==> src/rtl/if_pkg.sv <==
// Shared types and defaults for the instruction-fetch stage.
package if_pkg;

    localparam int unsigned XLEN = 32;

    localparam logic [XLEN-1:0] RESET_PC_DEF = 32'h0000_0000;
    localparam logic [XLEN-1:0] NOP_INS_DEF  = 32'h0000_0000;

    // Fetch controller states
    typedef enum logic [1:0] {
        IDLE  = 2'd0,
        FETCH = 2'd1,
        HOLD  = 2'd2,
        KILL  = 2'd3
    } state_e;

    // Next-PC source select
    typedef enum logic [1:0] {
        PC_INC    = 2'd0,
        PC_BRANCH = 2'd1,
        PC_PEND   = 2'd2
    } pc_sel_e;

    // IF/ID pipeline register payload
    typedef struct packed {
        logic [XLEN-1:0] ins;
        logic [XLEN-1:0] pc_p1;
        logic            valid;
    } ifid_t;

    // Bubble loaded into IF/ID on flush and reset
    function automatic ifid_t ifid_bubble(input logic [XLEN-1:0] nop);
        ifid_t b;
        b.ins   = nop;
        b.pc_p1 = '0;
        b.valid = 1'b0;
        return b;
    endfunction

endpackage

==> src/rtl/if_fetch_stage_if.sv <==
// Instruction-memory request/response bus, one request outstanding.
interface if_fetch_stage_if;
    import if_pkg::*;

    logic            imem_req;
    logic [XLEN-1:0] imem_addr;
    logic            imem_rvalid;
    logic [XLEN-1:0] imem_rdata;

    modport master (
        output imem_req,
        output imem_addr,
        input  imem_rvalid,
        input  imem_rdata
    );

    modport slave (
        input  imem_req,
        input  imem_addr,
        output imem_rvalid,
        output imem_rdata
    );

endinterface

==> src/rtl/if_pc_unit.sv <==
// Program counter: register, +1 incrementer (wraps at 32 bits) and next-PC mux.
module if_pc_unit
    import if_pkg::*;
#(
    parameter logic [XLEN-1:0] RESET_PC = RESET_PC_DEF
) (
    input  logic            clk,
    input  logic            rst_n,
    input  logic            i_load,
    input  pc_sel_e         i_sel,
    input  logic [XLEN-1:0] i_branch,
    input  logic [XLEN-1:0] i_pend_tgt,
    output logic [XLEN-1:0] o_pc,
    output logic [XLEN-1:0] o_pc_p1_c
);

    logic [XLEN-1:0] r_pc;
    logic [XLEN-1:0] w_pc_next;

    assign o_pc      = r_pc;
    assign o_pc_p1_c = r_pc + XLEN'(1);

    // Select the next PC source
    always_comb begin
        w_pc_next = o_pc_p1_c;
        case (i_sel)
            PC_BRANCH: w_pc_next = i_branch;
            PC_PEND:   w_pc_next = i_pend_tgt;
            default:   w_pc_next = o_pc_p1_c;
        endcase
    end

    // PC register
    always_ff @(posedge clk or negedge rst_n) begin
        if (!rst_n) begin
            r_pc <= RESET_PC;
        end else if (i_load) begin
            r_pc <= w_pc_next;
        end
    end

endmodule

==> src/rtl/if_fetch_stage.sv <==
// Instruction-fetch stage: PC ownership, single-outstanding imem fetch, IF/ID register.
// Optional feature macro: IF_DELAY_SLOT_EN (deliver the branch delay slot instead of flushing).
module if_fetch_stage
    import if_pkg::*;
#(
    parameter logic [XLEN-1:0] RESET_PC = RESET_PC_DEF,
    parameter logic [XLEN-1:0] NOP_INS  = NOP_INS_DEF
) (
    input  logic                clk,
    input  logic                rst_n,
    input  logic                ID_PCSrc,
    input  logic [XLEN-1:0]     ID_PCBranch,
    input  logic                Stall,
    if_fetch_stage_if.master    imem,
    output logic [XLEN-1:0]     IF_ID_Ins,
    output logic [XLEN-1:0]     IF_ID_PC_P1,
    output logic                IF_ID_Valid
);

    state_e          r_state;
    state_e          w_state_n;
    logic            r_req;
    logic            w_req_n;
    logic [XLEN-1:0] r_hold_buf;
    ifid_t           r_ifid;

    logic            w_redirect;
    logic            w_flush;
    logic            w_deliver;
    logic            w_from_buf;
    logic            w_buf_load;
    logic            w_pc_load;
    pc_sel_e         w_pc_sel;
    logic [XLEN-1:0] w_pc;
    logic [XLEN-1:0] w_pc_p1;
    logic [XLEN-1:0] w_pend_tgt;

`ifdef IF_DELAY_SLOT_EN
    logic            r_pend_vld;
    logic [XLEN-1:0] r_pend_tgt;
    logic            w_pend_set;
`endif

    // Stall outranks a redirect; the redirect is simply not seen that cycle
    assign w_redirect = ID_PCSrc && !Stall;

    if_pc_unit #(
        .RESET_PC (RESET_PC)
    ) u_pc (
        .clk        (clk),
        .rst_n      (rst_n),
        .i_load     (w_pc_load),
        .i_sel      (w_pc_sel),
        .i_branch   (ID_PCBranch),
        .i_pend_tgt (w_pend_tgt),
        .o_pc       (w_pc),
        .o_pc_p1_c  (w_pc_p1)
    );

    // Next-state, PC control and IF/ID control decode
    always_comb begin
        w_state_n  = r_state;
        w_req_n    = r_req;
        w_flush    = 1'b0;
        w_deliver  = 1'b0;
        w_from_buf = 1'b0;
        w_buf_load = 1'b0;
        w_pc_load  = 1'b0;
        w_pc_sel   = PC_INC;
`ifdef IF_DELAY_SLOT_EN
        w_pend_set = 1'b0;
`endif
        case (r_state)
            IDLE: begin
                w_state_n = FETCH;
                w_req_n   = 1'b1;
                if (w_redirect) begin
`ifdef IF_DELAY_SLOT_EN
                    w_pend_set = 1'b1;
`else
                    w_flush   = 1'b1;
                    w_pc_load = 1'b1;
                    w_pc_sel  = PC_BRANCH;
`endif
                end
            end
            FETCH: begin
                if (imem.imem_rvalid && Stall) begin
                    w_buf_load = 1'b1;
                    w_state_n  = HOLD;
                    w_req_n    = 1'b0;
                end else if (imem.imem_rvalid) begin
`ifdef IF_DELAY_SLOT_EN
                    w_deliver = 1'b1;
`else
                    if (w_redirect) begin
                        w_flush   = 1'b1;
                        w_pc_load = 1'b1;
                        w_pc_sel  = PC_BRANCH;
                    end else begin
                        w_deliver = 1'b1;
                    end
`endif
                end else if (w_redirect) begin
`ifdef IF_DELAY_SLOT_EN
                    w_pend_set = 1'b1;
`else
                    w_flush   = 1'b1;
                    w_pc_load = 1'b1;
                    w_pc_sel  = PC_BRANCH;
                    w_state_n = KILL;
                    w_req_n   = 1'b0;
`endif
                end
            end
            HOLD: begin
                if (!Stall) begin
                    w_state_n = FETCH;
                    w_req_n   = 1'b1;
`ifdef IF_DELAY_SLOT_EN
                    w_deliver  = 1'b1;
                    w_from_buf = 1'b1;
`else
                    if (w_redirect) begin
                        w_flush   = 1'b1;
                        w_pc_load = 1'b1;
                        w_pc_sel  = PC_BRANCH;
                    end else begin
                        w_deliver  = 1'b1;
                        w_from_buf = 1'b1;
                    end
`endif
                end
            end
            KILL: begin
                if (w_redirect) begin
                    w_flush   = 1'b1;
                    w_pc_load = 1'b1;
                    w_pc_sel  = PC_BRANCH;
                end
                if (imem.imem_rvalid) begin
                    w_state_n = FETCH;
                    w_req_n   = 1'b1;
                end
            end
            default: begin
                w_state_n = IDLE;
                w_req_n   = 1'b0;
            end
        endcase

        // A delivered instruction advances the PC (to the branch target after a delay slot)
        if (w_deliver) begin
            w_pc_load = 1'b1;
`ifdef IF_DELAY_SLOT_EN
            if (w_redirect) begin
                w_pc_sel = PC_BRANCH;
            end else if (r_pend_vld) begin
                w_pc_sel = PC_PEND;
            end else begin
                w_pc_sel = PC_INC;
            end
`else
            w_pc_sel = PC_INC;
`endif
        end
    end

    // State, request, hold buffer and IF/ID registers
    always_ff @(posedge clk or negedge rst_n) begin
        if (!rst_n) begin
            r_state    <= IDLE;
            r_req      <= 1'b0;
            r_hold_buf <= '0;
            r_ifid     <= ifid_bubble(NOP_INS);
        end else begin
            r_state <= w_state_n;
            r_req   <= w_req_n;
            if (w_buf_load) begin
                r_hold_buf <= imem.imem_rdata;
            end
            if (w_flush) begin
                r_ifid <= ifid_bubble(NOP_INS);
            end else if (w_deliver) begin
                r_ifid.ins   <= w_from_buf ? r_hold_buf : imem.imem_rdata;
                r_ifid.pc_p1 <= w_pc_p1;
                r_ifid.valid <= 1'b1;
            end
        end
    end

`ifdef IF_DELAY_SLOT_EN
    // Branch target parked until the delay-slot instruction has been delivered
    always_ff @(posedge clk or negedge rst_n) begin
        if (!rst_n) begin
            r_pend_vld <= 1'b0;
            r_pend_tgt <= '0;
        end else if (w_pend_set) begin
            r_pend_vld <= 1'b1;
            r_pend_tgt <= ID_PCBranch;
        end else if (w_deliver) begin
            r_pend_vld <= 1'b0;
        end
    end

    assign w_pend_tgt = r_pend_tgt;
`else
    assign w_pend_tgt = '0;
`endif

    assign imem.imem_req  = r_req;
    assign imem.imem_addr = w_pc;
    assign IF_ID_Ins      = r_ifid.ins;
    assign IF_ID_PC_P1    = r_ifid.pc_p1;
    assign IF_ID_Valid    = r_ifid.valid;

endmodule
==> src/flat_wrapper.sv <==
// flat-port wrapper written by rule: the top's interface ports become plain ports
module if_fetch_stage_flat import if_pkg::*;
#(
    parameter logic [XLEN-1:0] RESET_PC = RESET_PC_DEF,
    parameter logic [XLEN-1:0] NOP_INS  = NOP_INS_DEF
)
  (clk, rst_n, ID_PCSrc, ID_PCBranch, Stall, IF_ID_Ins, IF_ID_PC_P1, IF_ID_Valid, imem_imem_req, imem_imem_addr, imem_imem_rvalid, imem_imem_rdata);
  if_fetch_stage_if imem_i ();
  input  logic clk;
  input  logic rst_n;
  input  logic ID_PCSrc;
  input  logic [XLEN-1:0] ID_PCBranch;
  input  logic Stall;
  output logic [XLEN-1:0] IF_ID_Ins;
  output logic [XLEN-1:0] IF_ID_PC_P1;
  output logic IF_ID_Valid;
  output wire logic [$bits(imem_i.imem_req)-1:0] imem_imem_req;
  output wire logic [$bits(imem_i.imem_addr)-1:0] imem_imem_addr;
  input wire logic [$bits(imem_i.imem_rvalid)-1:0] imem_imem_rvalid;
  input wire logic [$bits(imem_i.imem_rdata)-1:0] imem_imem_rdata;
  assign imem_imem_req = imem_i.imem_req;
  assign imem_imem_addr = imem_i.imem_addr;
  assign imem_i.imem_rvalid = imem_imem_rvalid;
  assign imem_i.imem_rdata = imem_imem_rdata;
  if_fetch_stage #(.RESET_PC(RESET_PC), .NOP_INS(NOP_INS)) u_core (.clk(clk), .rst_n(rst_n), .ID_PCSrc(ID_PCSrc), .ID_PCBranch(ID_PCBranch), .Stall(Stall), .imem(imem_i), .IF_ID_Ins(IF_ID_Ins), .IF_ID_PC_P1(IF_ID_PC_P1), .IF_ID_Valid(IF_ID_Valid));
endmodule
==> config.mk <==
export PLATFORM = sky130hd
export DESIGN_NAME = if_fetch_stage_flat
export DESIGN_NICKNAME = d
export VERILOG_FILES = /design/src/rtl/if_pkg.sv /design/src/rtl/if_fetch_stage_if.sv /design/src/rtl/if_pc_unit.sv /design/src/rtl/if_fetch_stage.sv /design/src/flat_wrapper.sv
export SDC_FILE = /design/constraint.sdc
export NUM_CORES = 1
export LEC_CHECK = 0
export ABC_AREA = 0
export CAP_MARGIN = 15
export CORE_MARGIN = 2
export CORE_UTILIZATION = 25
export DETAILED_ROUTE_END_ITERATION = 7
export HOLD_SLACK_MARGIN = 0.08
export PLACE_DENSITY_LB_ADDON = 0.08
export SLEW_MARGIN = 20
export SYNTH_ARGS = -nofsm -noshare
export SYNTH_HDL_FRONTEND = slang
export SYNTH_SLANG_ARGS = --single-unit
==> constraint.sdc <==
create_clock -name clk -period 2.25 [get_ports clk]
set_input_delay 0.5625 -clock clk [delete_from_list [all_inputs] [get_ports clk]]
set_output_delay 0.5625 -clock clk [all_outputs]
set_load 0.01 [all_outputs]
==> impl_metrics.yaml <==
timing:
  timing.fmax_mhz: 470
  post-route-period-util: 0.947
  grt_setup_unrepaired: "no"
  worst_slew_pin_slew_ns: 0.557
  maxSlewViolCount: 0
  setup_viol: 0
  period_needed_ns: 2.13
  max-slew-margin-rel: 0.629
  finalClockSkew_ns: 0.00802
  setup_ws_ns: 0.120
  finalHoldViolations: 0
synthesis:
  synth_xor_xnor_area_share: 0.0327
  synth_top_area_cell: "dfrtp_1"
  yosys.area_share.simple: 0.144
  synth_edf_count: 0
  synth-compound-area-share: 0.128
  ys_types: 52
  yosysTopAreaCellShare: 0.536
  synth.area.top_cells: "dfrtp_1 (54%), mux2_2 (6.0%), mux2i_1 (5.7%)"
  ys_ff_latch: 132
  synth_cells: 573
  synth_ff_type: "dfrtp_1"
  synth_warnings: 0
  async_reset_ff_frac: 1.00
  synth_fa_ha_area_frac: 0.00813
  synth_area_um2: 6160
  synth_fp_nets: 646
  synth.mux.area_fraction: 0.117
  synth_top_family_by_area: "simple AND/OR/NAND/NOR gates"
  synth.avg_cell_area_um2: 10.7
  seq_area_frac_synth: 0.536
routing:
  wl_um: 19200
  routedWlPerCell_um: 17.4
  ant_nets: 0
  via_per_inst: 4.72
  vias: 5204
  drc: 0
  drt_iter0_drc: 261
  dr.pass1.iters: 5
finish:
  diodes: 0
  final_cell_mix: "clkdlybuf4s50_1 (165), dfrtp_1 (132), nand2_1 (84), o21ai_0 (57), buf_4 (38)"
  multi_input_area_um2: 2680
  syn_to_final_growth_pct: 48.6
  layout_commonest_cell: "clkdlybuf4s50_1"
  num-fill-cells: 2430
  drive_gt1_frac: 0.168
  nets: 839
  regArea_um2: 3300
clock_network:
  cts.path.max_buffers: 2
  hold_buffers: 0
  worstSkewPairLatency_ns: 0.42
  path_clk_slew_ns: 0.06
  cts_tree: "done"
  cts_buffers: 17
  htreeDepth: 4
  cts-root-buf: "clkbuf_16"
  clkSinkCount: 132
global_route:
  antenna_found_initial: 0
  grt_pass1_vias: 5493
  grt_pass1_wl_um: 30600
  grt-ovfl-total: 0
  grt_max_degree: 54
  track_usage: 0.152
power:
  p_leak_nw: 3.76
  power_density_nw_per_um2: 1280
  ir_worst_vdd_uv: 510
  total_power_mw: 11.7
floorplan:
  io_pins: 167
  die_h_um: 161
  fp-row-count: 57
  design.die.area_um2: 25900
  core_um2: 24200
  start_util: 0.254
  die_x_um: 161
setup_path:
  crit_required_ns: 1.69
  start_kind: "register"
  crit_type: "reg2out"
  r2r_setup_slack_ns: 0.17
  crit_path_end_kind: "primary output"
  cp_max_fo: 6
  cp_data_arrival_time_ns: 1.57
placed_design:
  dpl.hpwl_um: 13700
  place.gp.congestion: 0.784
  io_buffers: 166
  dp_worst_setup_slack_ns: -0.151
run:
  cap_violations: 0
min_path:
  hold_path.class: "in2async"
run_status:
  status: "finished clean"
[routing by layer]
layer	track usage	vias up	share of wire
li1	-	2432	-
met1	0.189	2614	0.44
met2	0.252	141	0.48
met3	0.0491	17	0.063
met4	0.0450	0	0.014
met5	0	-	0
[final timing paths]
check                                                          to                             start  cells past startpoint
worst min-delay path             u_core.u_pc.o_pc[10]$_DFFE_PN0P_                             rst_n                      1
min in group clk                 u_core.IF_ID_Ins[20]$_DFFE_PN0P_  u_core.IF_ID_Ins[20]$_DFFE_PN0P_                      2
max in group asynchronous       u_core.IF_ID_PC_P1[0]$_DFFE_PN0P_                             rst_n                      2
worst max-delay path                           imem_imem_addr[16]  u_core.u_pc.o_pc[16]$_DFFE_PN0P_                      2
worst max register to register    u_core.u_pc.o_pc[2]$_DFFE_PN0P_     u_core.r_state[0]$_DFFE_PN0P_                      8
worst min register to register   u_core.IF_ID_Ins[20]$_DFFE_PN0P_  u_core.IF_ID_Ins[20]$_DFFE_PN0P_                      2
[synth_stat cells (all sizes together) (2+ instances only)]
cell	number
a21o	3
a21oi	10
a221o	8
a22oi	14
a31oi	2
and2	5
and3	6
and4	2
buf	16
clkbuf	23
dfrtp	132
ha	4
inv	6
mux2	33
mux2i	35
nand2	85
nand3	19
nand4	11
nor2	16
nor3	11
nor3b	4
nor4	9
o21a	2
o21ai	71
o221a	5
o22ai	4
or2	2
or3	3
xnor2	13
xor2	10
[metrics by stage]
stage / instances / hold slack (ns) / area (um^2) / TNS, ns / utilization
after detailed placement: 1071 / 0.473 / 8530 / -3.59 / 0.352
after global placement: 1071 / 0.468 / 8530 / -2.50 / 0.352
final: 1103 / 0.105 / 9150 / 0 / 0.377
after floorplan: 573 / 0.267 / 6160 / 0 / -
after global routing: 1103 / 0.135 / 9150 / 0 / 0.377
after CTS: 1103 / 0.123 / 9140 / 0 / 0.377
[what timing repair did]
item | CTS | global route
endpoints found under the hold margin | 0 | 0
buffers inserted | 0 | 0
setup endpoints to repair | 0 | 8
gates resized for setup | 0 | 2
[final cells by class]
class	count	share of cell area
Sequential cell	132	0.361
Clock buffer	23	0.0523
Clock inverter	9	0.0138
Tap cell	324	0.0443
Multi-Input combinational cell	396	0.293
Timing Repair Buffer	213	0.233
Inverter	6	0.00246
[power by group]
| group | internal [mW] | total (mW) | switching (mW) |
|---|---|---|---|
| registers | 3.39 | 4.24 | 0.848 |
| clock network | 1.83 | 2.88 | 1.05 |
| logic | 2.52 | 4.56 | 2.05 |
| total | 7.73 | 11.7 | 3.94 |
[kinds of logic (layout without fill, tap and decap cells)]
logic type	count (synthesis)	after routing
buf+inv	45	251
compound gates	124	124
flops	132	132
fa+ha+maj	4	4
simple gates	177	177
xor+xnor	23	23
mux	68	68
[sequential cells by signal, indices dropped and copies added (netlist names)]
register              count
u_core.imem.imem_req      1
u_core.IF_ID_PC_P1       32
u_core.u_pc.o_pc         32
u_core.r_state            2
u_core.IF_ID_Valid        1
u_core.IF_ID_Ins         32
u_core.r_hold_buf        32
[worst max-delay path: stages, from the launching register on]
cell and delay [ns]:
dfrtp_1 0.45, buf_4 0.18, clkdlybuf4s50_1 0.53
No activity file was read; power rests on OpenSTA's default activity.
